--- src/rtl/bus_copier_if.sv ---
// Common memory-bus signal set between one initiator (master) and the responder side (slave).
interface bus_copier_if;
   logic [31:0] address_out;
   logic        read_out;
   logic        write_out;
   logic [3:0]  write_mask_out;
   logic [31:0] write_value_out;
   logic [31:0] read_value_in;
   logic        ready_in;
   logic        fault_in;

   modport master (
      output address_out, read_out, write_out, write_mask_out, write_value_out,
      input  read_value_in, ready_in, fault_in
   );

   modport slave (
      input  address_out, read_out, write_out, write_mask_out, write_value_out,
      output read_value_in, ready_in, fault_in
   );
endinterface

--- src/rtl/bus_copier.sv ---
// Bus initiator copying count words src->dst; 2 cycles/word at zero wait plus start and DONE cycles.
// Each access is held stable until ready_in; all bus outputs come straight from registers.
module bus_copier #(
   parameter int unsigned COUNT_WIDTH = 16
) (
   input  logic                   clk,
   input  logic                   reset_n,
   input  logic                   start_in,
   input  logic [31:0]            src_in,
   input  logic [31:0]            dst_in,
   input  logic [COUNT_WIDTH-1:0] count_in,
   output logic                   busy_out,
   output logic                   done_out,
   output logic                   fault_out,
   bus_copier_if.master           bus
);

   typedef enum logic [1:0] {S_IDLE, S_READ, S_WRITE, S_DONE} state_t;

   state_t                 state_q;
   logic [31:0]            src_q, dst_q, buf_q, addr_q;
   logic [COUNT_WIDTH-1:0] remain_q;
   logic                   read_q, write_q, busy_q, done_q, fault_q;

   logic [31:0]            src_d, dst_d;
   logic [COUNT_WIDTH-1:0] remain_d;

   // Pointers wrap naturally at 2^32.
   assign src_d    = src_q + 32'd4;
   assign dst_d    = dst_q + 32'd4;
   assign remain_d = remain_q - 1'b1;

   always_ff @(posedge clk or negedge reset_n) begin
      if (!reset_n) begin
         state_q  <= S_IDLE;
         src_q    <= '0;
         dst_q    <= '0;
         buf_q    <= '0;
         addr_q   <= '0;
         remain_q <= '0;
         read_q   <= 1'b0;
         write_q  <= 1'b0;
         busy_q   <= 1'b0;
         done_q   <= 1'b0;
         fault_q  <= 1'b0;
      end else begin
         done_q <= 1'b0;
         case (state_q)
            S_IDLE: begin
               if (start_in) begin
                  src_q    <= src_in & ~32'h3;
                  dst_q    <= dst_in & ~32'h3;
                  remain_q <= count_in;
                  fault_q  <= 1'b0;
                  if (count_in == '0) begin
                     done_q  <= 1'b1;
                     state_q <= S_DONE;
                  end else begin
                     busy_q  <= 1'b1;
                     read_q  <= 1'b1;
                     addr_q  <= src_in & ~32'h3;
                     state_q <= S_READ;
                  end
               end
            end
            S_READ: begin
               if (bus.ready_in) begin
                  read_q <= 1'b0;
                  if (bus.fault_in) begin
                     fault_q <= 1'b1;
                     busy_q  <= 1'b0;
                     done_q  <= 1'b1;
                     state_q <= S_DONE;
                  end else begin
                     buf_q   <= bus.read_value_in;
                     write_q <= 1'b1;
                     addr_q  <= dst_q;
                     state_q <= S_WRITE;
                  end
               end
            end
            S_WRITE: begin
               if (bus.ready_in) begin
                  write_q <= 1'b0;
                  if (bus.fault_in) begin
                     fault_q <= 1'b1;
                     busy_q  <= 1'b0;
                     done_q  <= 1'b1;
                     state_q <= S_DONE;
                  end else begin
                     src_q    <= src_d;
                     dst_q    <= dst_d;
                     remain_q <= remain_d;
                     if (remain_d == '0) begin
                        busy_q  <= 1'b0;
                        done_q  <= 1'b1;
                        state_q <= S_DONE;
                     end else begin
                        read_q  <= 1'b1;
                        addr_q  <= src_d;
                        state_q <= S_READ;
                     end
                  end
               end
            end
            S_DONE: begin
               state_q <= S_IDLE;
            end
            default: begin
               state_q <= S_IDLE;
            end
         endcase
      end
   end

   assign busy_out            = busy_q;
   assign done_out            = done_q;
   assign fault_out           = fault_q;
   assign bus.address_out     = addr_q;
   assign bus.read_out        = read_q;
   assign bus.write_out       = write_q;
   assign bus.write_mask_out  = {4{write_q}};
   assign bus.write_value_out = buf_q;

endmodule

--- src/flat_wrapper.sv ---
// flat-port wrapper written by rule: the top's interface ports become plain ports
module bus_copier_flat 
#(
   parameter int unsigned COUNT_WIDTH = 16
)
  (clk, reset_n, start_in, src_in, dst_in, count_in, busy_out, done_out, fault_out, bus_address_out, bus_read_out, bus_write_out, bus_write_mask_out, bus_write_value_out, bus_read_value_in, bus_ready_in, bus_fault_in);
  bus_copier_if bus_i ();
  input  logic clk;
  input  logic reset_n;
  input  logic start_in;
  input  logic [31:0] src_in;
  input  logic [31:0] dst_in;
  input  logic [COUNT_WIDTH-1:0] count_in;
  output logic busy_out;
  output logic done_out;
  output logic fault_out;
  output wire logic [$bits(bus_i.address_out)-1:0] bus_address_out;
  output wire logic [$bits(bus_i.read_out)-1:0] bus_read_out;
  output wire logic [$bits(bus_i.write_out)-1:0] bus_write_out;
  output wire logic [$bits(bus_i.write_mask_out)-1:0] bus_write_mask_out;
  output wire logic [$bits(bus_i.write_value_out)-1:0] bus_write_value_out;
  input wire logic [$bits(bus_i.read_value_in)-1:0] bus_read_value_in;
  input wire logic [$bits(bus_i.ready_in)-1:0] bus_ready_in;
  input wire logic [$bits(bus_i.fault_in)-1:0] bus_fault_in;
  assign bus_address_out = bus_i.address_out;
  assign bus_read_out = bus_i.read_out;
  assign bus_write_out = bus_i.write_out;
  assign bus_write_mask_out = bus_i.write_mask_out;
  assign bus_write_value_out = bus_i.write_value_out;
  assign bus_i.read_value_in = bus_read_value_in;
  assign bus_i.ready_in = bus_ready_in;
  assign bus_i.fault_in = bus_fault_in;
  bus_copier #(.COUNT_WIDTH(COUNT_WIDTH)) u_core (.clk(clk), .reset_n(reset_n), .start_in(start_in), .src_in(src_in), .dst_in(dst_in), .count_in(count_in), .busy_out(busy_out), .done_out(done_out), .fault_out(fault_out), .bus(bus_i));
endmodule
--- config.mk ---
export PLATFORM = sky130hd
export DESIGN_NAME = bus_copier_flat
export DESIGN_NICKNAME = d
export VERILOG_FILES = /design/src/rtl/bus_copier_if.sv /design/src/rtl/bus_copier.sv /design/src/flat_wrapper.sv
export SDC_FILE = /design/constraint.sdc
export NUM_CORES = 1
export LEC_CHECK = 0
export CORE_AREA = 2 2 139 141
export DETAILED_ROUTE_END_ITERATION = 7
export DIE_AREA = 0 0 141 143
export PLACE_DENSITY_LB_ADDON = 0.08
export SETUP_SLACK_MARGIN = 0.5
export SLEW_MARGIN = 10
export SYNTH_ARGS = -nofsm -noshare
export SYNTH_HDL_FRONTEND = slang
export SYNTH_SLANG_ARGS = --single-unit
export TNS_END_PERCENT = 10
--- constraint.sdc ---
create_clock -name clk -period 2.58 [get_ports clk]
set_input_delay 0.258 -clock clk [delete_from_list [all_inputs] [get_ports clk]]
set_output_delay 0.258 -clock clk [all_outputs]
set_load 0.05 [all_outputs]
==> out/summary.md, run 1 <==
- mean number of vias per cell: 5.756
- Primary FF master, synth: dfrtp_1
- yosys warns: 0
- H-Tree Level Count: 4
- count of flip-flops with a built-in enable after synthesis: 0
- GRT Total Usage: 0.2429
- starting DRC count in detailed routing: 639
- Cell Chain, Critical Path: buf_4 -> or4_4 -> nor3b_1 -> nand3_1 -> a32o_2 -> o21bai_2 -> a21o_4 -> buf_12 -> mux2_4
- final hold vios: 0
- period utilization: 1.050
- async set or reset register ratio after synthesis: 1.000
- Die X: 141 µm
- clock tree root buffer cell: clkbuf_16
- WL per Instance: 17.83 µm
- number of buffers added by the clock tree synthesis step: 17
- status: complete, but fails checks
- global-route wire length before repair: 38.79 mm
- number of synthesized register bits: 146
- DP Cell Count: 1317
- Final Max Slew Viols: 0
- R2R cell count: 9
- crit path kind: reg -> reg
- worst slew pin tran: 800.2 ps
- Post-DP HPWL: 16.96 mm
- Initial Util: 0.4559
- placed instance area: 10920 µm²
- leading post-synthesis cells by cell area: dfrtp_1, a21oi_1, mux2_4, mux2_2, o22ai_1
- vias post-DR: 7805
- Avg Synthesized Cell Area: 9.381 µm²
- antenna violations before repair: 0
- unrepaired setup endpoints after global routing: true
- LEAKAGE: 4.749 nW
- commonest non-fill, non-tap cells in the layout: clkdlybuf4s50_1, dfrtp_1, a21oi_1
- RD Place Congestion: 0.8797
- final global-route overflow total: 0
- worst min-delay path class: in -> async
- area growth from synthesis to layout: 39.75%
- Final setup violation count: 30
- via count of the first global-routing pass: 7314
- smallest setup slack after layout: -130.2 ps
- clock sink count: 146
- PD cells: 1463 nW/µm²
- total detailed-routing wirelength: 24.17 mm
- most frequent standard cell in the layout excluding fill and tap cells: clkdlybuf4s50_1
- Port Buffers: 185
- worst clock skew: 9.698 ps
- r2r setup slk: -130 ps
- number of max-cap violations: 0
- time the final worst path needs with I/O delays and setup: 2710 ps
- Critical-path top delay cell: or4_4
- violations in the final reports: negative setup slack
- clock tree from TritonCTS: done
- required time at the worst-slack endpoint: 2900 ps
- Total Die Area: 20160 µm²
- First-pass DRT Iterations: 5
- diode insertion count for antenna repair: 0
- fin cells: 1356
- arrival time at the worst endpoint: 3030 ps
- Std-Cell Rows: 50
- most area-hungry cell type in the Yosys netlist: dfrtp_1
- Cells after Synth: 903
- largest net degree at the start of global routing: 67
- Post-Syn Nets: 1028
- part of the Yosys area used for sequential elements: 0.4313
- placeable core region: 18580 µm²
- worst rel slew slack: 0.4666
- Layout Cell Area excl Fill: 11840 µm²
- maximum achievable frequency: 0.3690 GHz
- register clock-pin slew on the reported worst setup and hold paths: 70 ps
- remaining design rule violation count: 0
- share of cells above drive strength 1: 0.2121
- nets: 1234
- capturing element type of the critical path: flip-flop
- summed instance area of the synthesized netlist: 8471 µm²
- maximum count of clock buffers along a single path: 2
- Boundary Pins: 190
- kind of start point of the critical path: flip-flop
- CP Max Fanout: 16
- Max rail drop VDD: 0.6938 mV
- clock latency on the worst-skew pair: 430 ps
- Vert. Die Dim: 143 µm
- largest stage delay on the critical path: 520 ps
- Setup TNS: -3357 ps
- antenna viol nets, final: 0
- top cell type's share of synthesized area: 0.4313
- number of library cell types mapped by synthesis: 66
[cell type report]
class / count / area, µm²
Sequential cell: 146 / 3669
Multi-Input combinational cell: 679 / 4728
Fill cell: 1564 / 6743
Tap cell: 234 / 292.8
Clock inverter: 15 / 166.4
Timing Repair Buffer: 253 / 2504
Clock buffer: 17 / 425.4
Inverter: 12 / 52.55
[critical path: cells and delay by family (launching register included)]
kind / cells / cell delay (ps)
simple gates: 3 / 830
compound gates: 3 / 700
flops: 1 / 410
buf+inv: 2 / 330
mux: 1 / 310
[stage by stage]
step | hold WS, ps | total power [mW] | worst slack (ps) | util
floorplan | -37.59 | 11.32 | 96.04 | -
global placement | 310.5 | 14.20 | -23.40 | 0.5875
detailed placement | 313.0 | 14.38 | -43.99 | 0.5875
CTS | 402.9 | 17.01 | -48.71 | 0.6238
global route | 424.5 | 18.49 | -215.0 | 0.6371
finish | 409.7 | 17.32 | -130.2 | 0.6371
[sequential cells by signal (all words and copies together) (netlist names)]
register and cells:
u_core.bus.address_out 31, u_core.bus.read_out 1, u_core.bus.write_out 1, u_core.bus.write_value_out 32
u_core.busy_out 1, u_core.done_out 1, u_core.dst_q 30, u_core.fault_out 1
u_core.remain_q 16, u_core.src_q 30, u_core.state_q 2
[cell families (layout without fill, tap and decap cells)]
| kind of cell | after synthesis | count (layout) | synth area share |
|---|---|---|---|
| AO/OA/AOI/OAI | 295 | 295 | 0.2044 |
| AND/OR/NAND/NOR | 267 | 267 | 0.1643 |
| flip-flops | 146 | 146 | 0.4313 |
| multiplexers | 83 | 83 | 0.1204 |
| buffers and inverters | 78 | 297 | 0.04092 |
| XOR/XNOR | 26 | 26 | 0.02688 |
| adder cells (fa/ha/maj) | 8 | 8 | 0.01182 |
[where the power goes]
part | internal (mW) | switching [mW] | total, mW
Combinational | 4.39 | 5.67 | 10.1
Clock | 1.38 | 1.14 | 2.51
Sequential | 3.50 | 1.24 | 4.74
[layer usage]
metal | part of all wire | vias up | global-route usage
met5 | 0 | - | 0
met4 | 0.018 | 0 | 0.07105
met3 | 0.051 | 34 | 0.04024
met2 | 0.46 | 240 | 0.3859
met1 | 0.47 | 3770 | 0.3440
li1 | - | 3761 | -
[cells in the mapped netlist, drive strengths merged (17+ instances only)]
master / count
and3: 21
nor2: 47
nand2: 64
buf: 22
clkbuf: 44
nand3: 52
nor3: 17
a21oi: 107
o21ai: 72
mux2: 64
o22ai: 59
nor2b: 18
dfrtp: 146
mux2i: 19
[what timing repair did]
item	CTS	global route
setup endpoints to repair	102	99
pin swaps	11	13
buffers inserted	1	4
gates resized for setup	21	49
endpoints found under the hold margin	63	0
cloned	0	1
hold buffers	1	0
[path summary, 6_finish.rpt]
kind	from	end
worst max-delay path	u_core.remain_q[1]$_DFFE_PN0P_	u_core.bus.address_out[13]$_DFFE_PN0P_
worst min-delay path	reset_n	u_core.bus.address_out[7]$_DFFE_PN0P_
worst max register to register	u_core.remain_q[1]$_DFFE_PN0P_	u_core.bus.address_out[13]$_DFFE_PN0P_
worst min register to register	u_core.bus.write_value_out[28]$_DFFE_PN0P_	u_core.bus.write_value_out[28]$_DFFE_PN0P_
max in group asynchronous	reset_n	u_core.src_q[18]$_DFFE_PN0P_
min in group clk	dst_in[24]	u_core.dst_q[24]$_DFFE_PN0P_
Power figures use the tool's default switching activity.
==> inputs of run 2 (changes only) <==
--- a/config.mk
+++ b/config.mk
@@ -10,7 +10,6 @@
 export DIE_AREA = 0 0 141 143
 export PLACE_DENSITY_LB_ADDON = 0.08
 export SETUP_SLACK_MARGIN = 0.5
-export SLEW_MARGIN = 10
 export SYNTH_ARGS = -nofsm -noshare
 export SYNTH_HDL_FRONTEND = slang
 export SYNTH_SLANG_ARGS = --single-unit
==> results of run 2 <==
Same layout as run 1: the final DEF is identical, and so are final timing and power.
==> inputs of run 3 (changes only) <==
--- a/config.mk
+++ b/config.mk
@@ -5,9 +5,12 @@
 export SDC_FILE = /design/constraint.sdc
 export NUM_CORES = 1
 export LEC_CHECK = 0
-export CORE_AREA = 2 2 139 141
+export CELL_PAD_IN_SITES_DETAIL_PLACEMENT = 1
+export CELL_PAD_IN_SITES_GLOBAL_PLACEMENT = 2
+export CORE_AREA = 2 2 174 176
+export CTS_BUF_LIST = sky130_fd_sc_hd__clkbuf_8
 export DETAILED_ROUTE_END_ITERATION = 7
-export DIE_AREA = 0 0 141 143
+export DIE_AREA = 0 0 176 178
 export PLACE_DENSITY_LB_ADDON = 0.08
 export SETUP_SLACK_MARGIN = 0.5
 export SYNTH_ARGS = -nofsm -noshare
==> out/summary.md, run 3 (synthesis gave the netlist of run 1 again) <==
- status: complete, but fails checks
- violations in the final reports: negative setup slack
- share of the core filled with cells: 0.4130
- Critical-path top delay cell: dfrtp_2
- H-Tree Level Count: 4
- crit path kind: reg -> reg
- Vert. Die Dim: 178 µm
- clock tree root buffer cell: clkbuf_8
- clock tree from TritonCTS: done
- largest net degree at the start of global routing: 97
- number of logic stages on the critical path including buffering: 10
- largest stage delay on the critical path: 450 ps
- worst reg2reg path startpoint: u_core.remain_q[1]$_DFFE_PN0P_
- remaining design rule violation count: 0
- Final Max Slew Viols: 0
- Post-DP HPWL: 22.14 mm
- share of cells above drive strength 1: 0.2419
- DP Cell Count: 1503
- unrepaired setup endpoints after global routing: true
- R2R cell count: 10
- capturing element type of the critical path: flip-flop
- Worst path top cell family by delay: compound AO/OA/AOI/OAI gates
- placeable core region: 29400 µm²
- area growth from synthesis to layout: 43.34%
- worst hold margin: 324.9 ps
- Die X: 176 µm
- commonest non-fill, non-tap cells in the layout: clkdlybuf4s50_1, dfrtp_1, a21oi_1
- RD Place Congestion: 0.7654
- LEAKAGE: 4.822 nW
- number of buffers added by the clock tree synthesis step: 17
- internal power summed over all cells: 8.832 mW
- CP Max Fanout: 11
- antenna viol nets, final: 0
- fin cells: 1539
- PD cells: 1430 nW/µm²
- Max rail drop VDD: 0.5936 mV
- CP Launch Point: u_core.remain_q[1]$_DFFE_PN0P_
- mean number of vias per cell: 5.137
- register clock-pin slew on the reported worst setup and hold paths: 110 ps
- Port Buffers: 185
- Total Die Area: 31330 µm²
- kind of start point of the critical path: flip-flop
- smallest setup slack after layout: -66.89 ps
- worst slew pin tran: 882.0 ps
- nets: 1261
- Sequential Area: 3661 µm²
- required time at the worst-slack endpoint: 2930 ps
- vias post-DR: 7906
- arrival time at the worst endpoint: 3000 ps
- CP Capture Point: u_core.bus.address_out[10]$_DFFE_PN0P_
- final global-route overflow total: 0
- Boundary Pins: 190
- switching share of power: 0.4913
- Std-Cell Rows: 63
- worst reg2reg endpoint: u_core.bus.address_out[10]$_DFFE_PN0P_
- total detailed-routing wirelength: 30.70 mm
- Final setup violation count: 28
- worst rel slew slack: 0.4120
- maximum achievable frequency: 0.3778 GHz
- WL per Instance: 19.95 µm
- clock sink count: 146
- max FFs per register: 32
- Setup TNS: -1545 ps
- Cell Chain, Critical Path: inv_2 -> ha_4 -> nor3b_4 -> nand3_2 -> a221oi_2 -> o2111ai_2 -> o21bai_2 -> a21o_4 -> buf_12 -> mux2_4
- most frequent standard cell in the layout excluding fill and tap cells: clkdlybuf4s50_1
- worst min-delay path class: in -> async
- proportion of power drawn by flip-flops and latches: 0.277
- GRT Total Usage: 0.1978
- starting DRC count in detailed routing: 340
- number of fill cells: 3294
- clock share of power: 0.110
- Initial Util: 0.2881
- power spent charging and discharging nets: 8.531 mW
- First-pass DRT Iterations: 5
- r2r setup slk: -70 ps
- maximum count of clock buffers along a single path: 2
- final hold vios: 0
- clock latency on the worst-skew pair: 480 ps
- global-route wire length before repair: 47.71 mm
- period utilization: 1.026
- diode insertion count for antenna repair: 0
- antenna violations before repair: 0
- number of max-cap violations: 0
- worst path bufs/invs: 2
- worst clock skew: 28.35 ps
- combinational power share: 0.614
- total design power: 17.36 mW
- via count of the first global-routing pass: 8260
- time the final worst path needs with I/O delays and setup: 2647 ps
- multi-input logic area: 4831 µm²
run 3: metrics by stage:
stage	area, µm²	worst slack, ps
floorplan	8514	96.04
global placement	11360	-63.18
detailed placement	11360	-101.0
CTS	11860	-121.8
global route	12140	-206.1
finish	12140	-66.89
run 3: worst min-delay path by stage:
stage	endpoint	cells past startpoint	startpoint
after global routing	u_core.dst_q[24]$_DFFE_PN0P_	3	dst_in[24]
after CTS	u_core.remain_q[14]$_DFFE_PN0P_	2	reset_n
after global placement	u_core.remain_q[14]$_DFFE_PN0P_	1	reset_n
after floorplan	u_core.bus.address_out[10]$_DFFE_PN0P_	0	reset_n
after detailed placement	u_core.remain_q[14]$_DFFE_PN0P_	1	reset_n
final	u_core.remain_q[14]$_DFFE_PN0P_	2	reset_n
run 3: worst register-to-register path, stage by stage, from the launching register on:
cell and delay, ps:
dfrtp_2 450, inv_2 90, ha_4 130, nor3b_4 360, nand3_2 140, a221oi_2 280, o2111ai_2 190, o21bai_2 190
a21o_4 220, buf_12 170, mux2_4 310
run 3: area by class of cell:
cell class,count,area share
Inverter,12,0.003710
Multi-Input combinational cell,679,0.3979
Sequential cell,146,0.3015
Clock buffer,17,0.01927
Clock inverter,15,0.01340
Timing Repair Buffer,280,0.2240
Tap cell,390,0.04019
run 3: metal layers:
metal,up-vias,track usage,part of all wire
met4,0,0.06543,0.023
met5,-,0,0
met3,29,0.03517,0.030
li1,3819,-,-
met2,135,0.3455,0.49
met1,3923,0.2475,0.45
run 3: power by group through the flow:
| stage | clock network (mW) | registers [mW] | logic, mW |
|---|---|---|---|
| global placement | 0 | 4.74 | 10.3 |
| detailed placement | 0 | 4.77 | 10.4 |
| floorplan | 0 | 6.20 | 5.12 |
| finish | 1.91 | 4.80 | 10.7 |
| CTS | 2.00 | 4.75 | 10.5 |
| global route | 2.08 | 4.98 | 11.6 |
run 3: repair_timing:
item / CTS / global route
setup buffers: 2 / 1
pin swaps: 19 / 47
gates resized for setup: 21 / 73
gates cloned: 0 / 0
hold buffers: 1 / 0
hold endpoints to repair: 60 / 0
endpoints found under the setup margin: 88 / 104
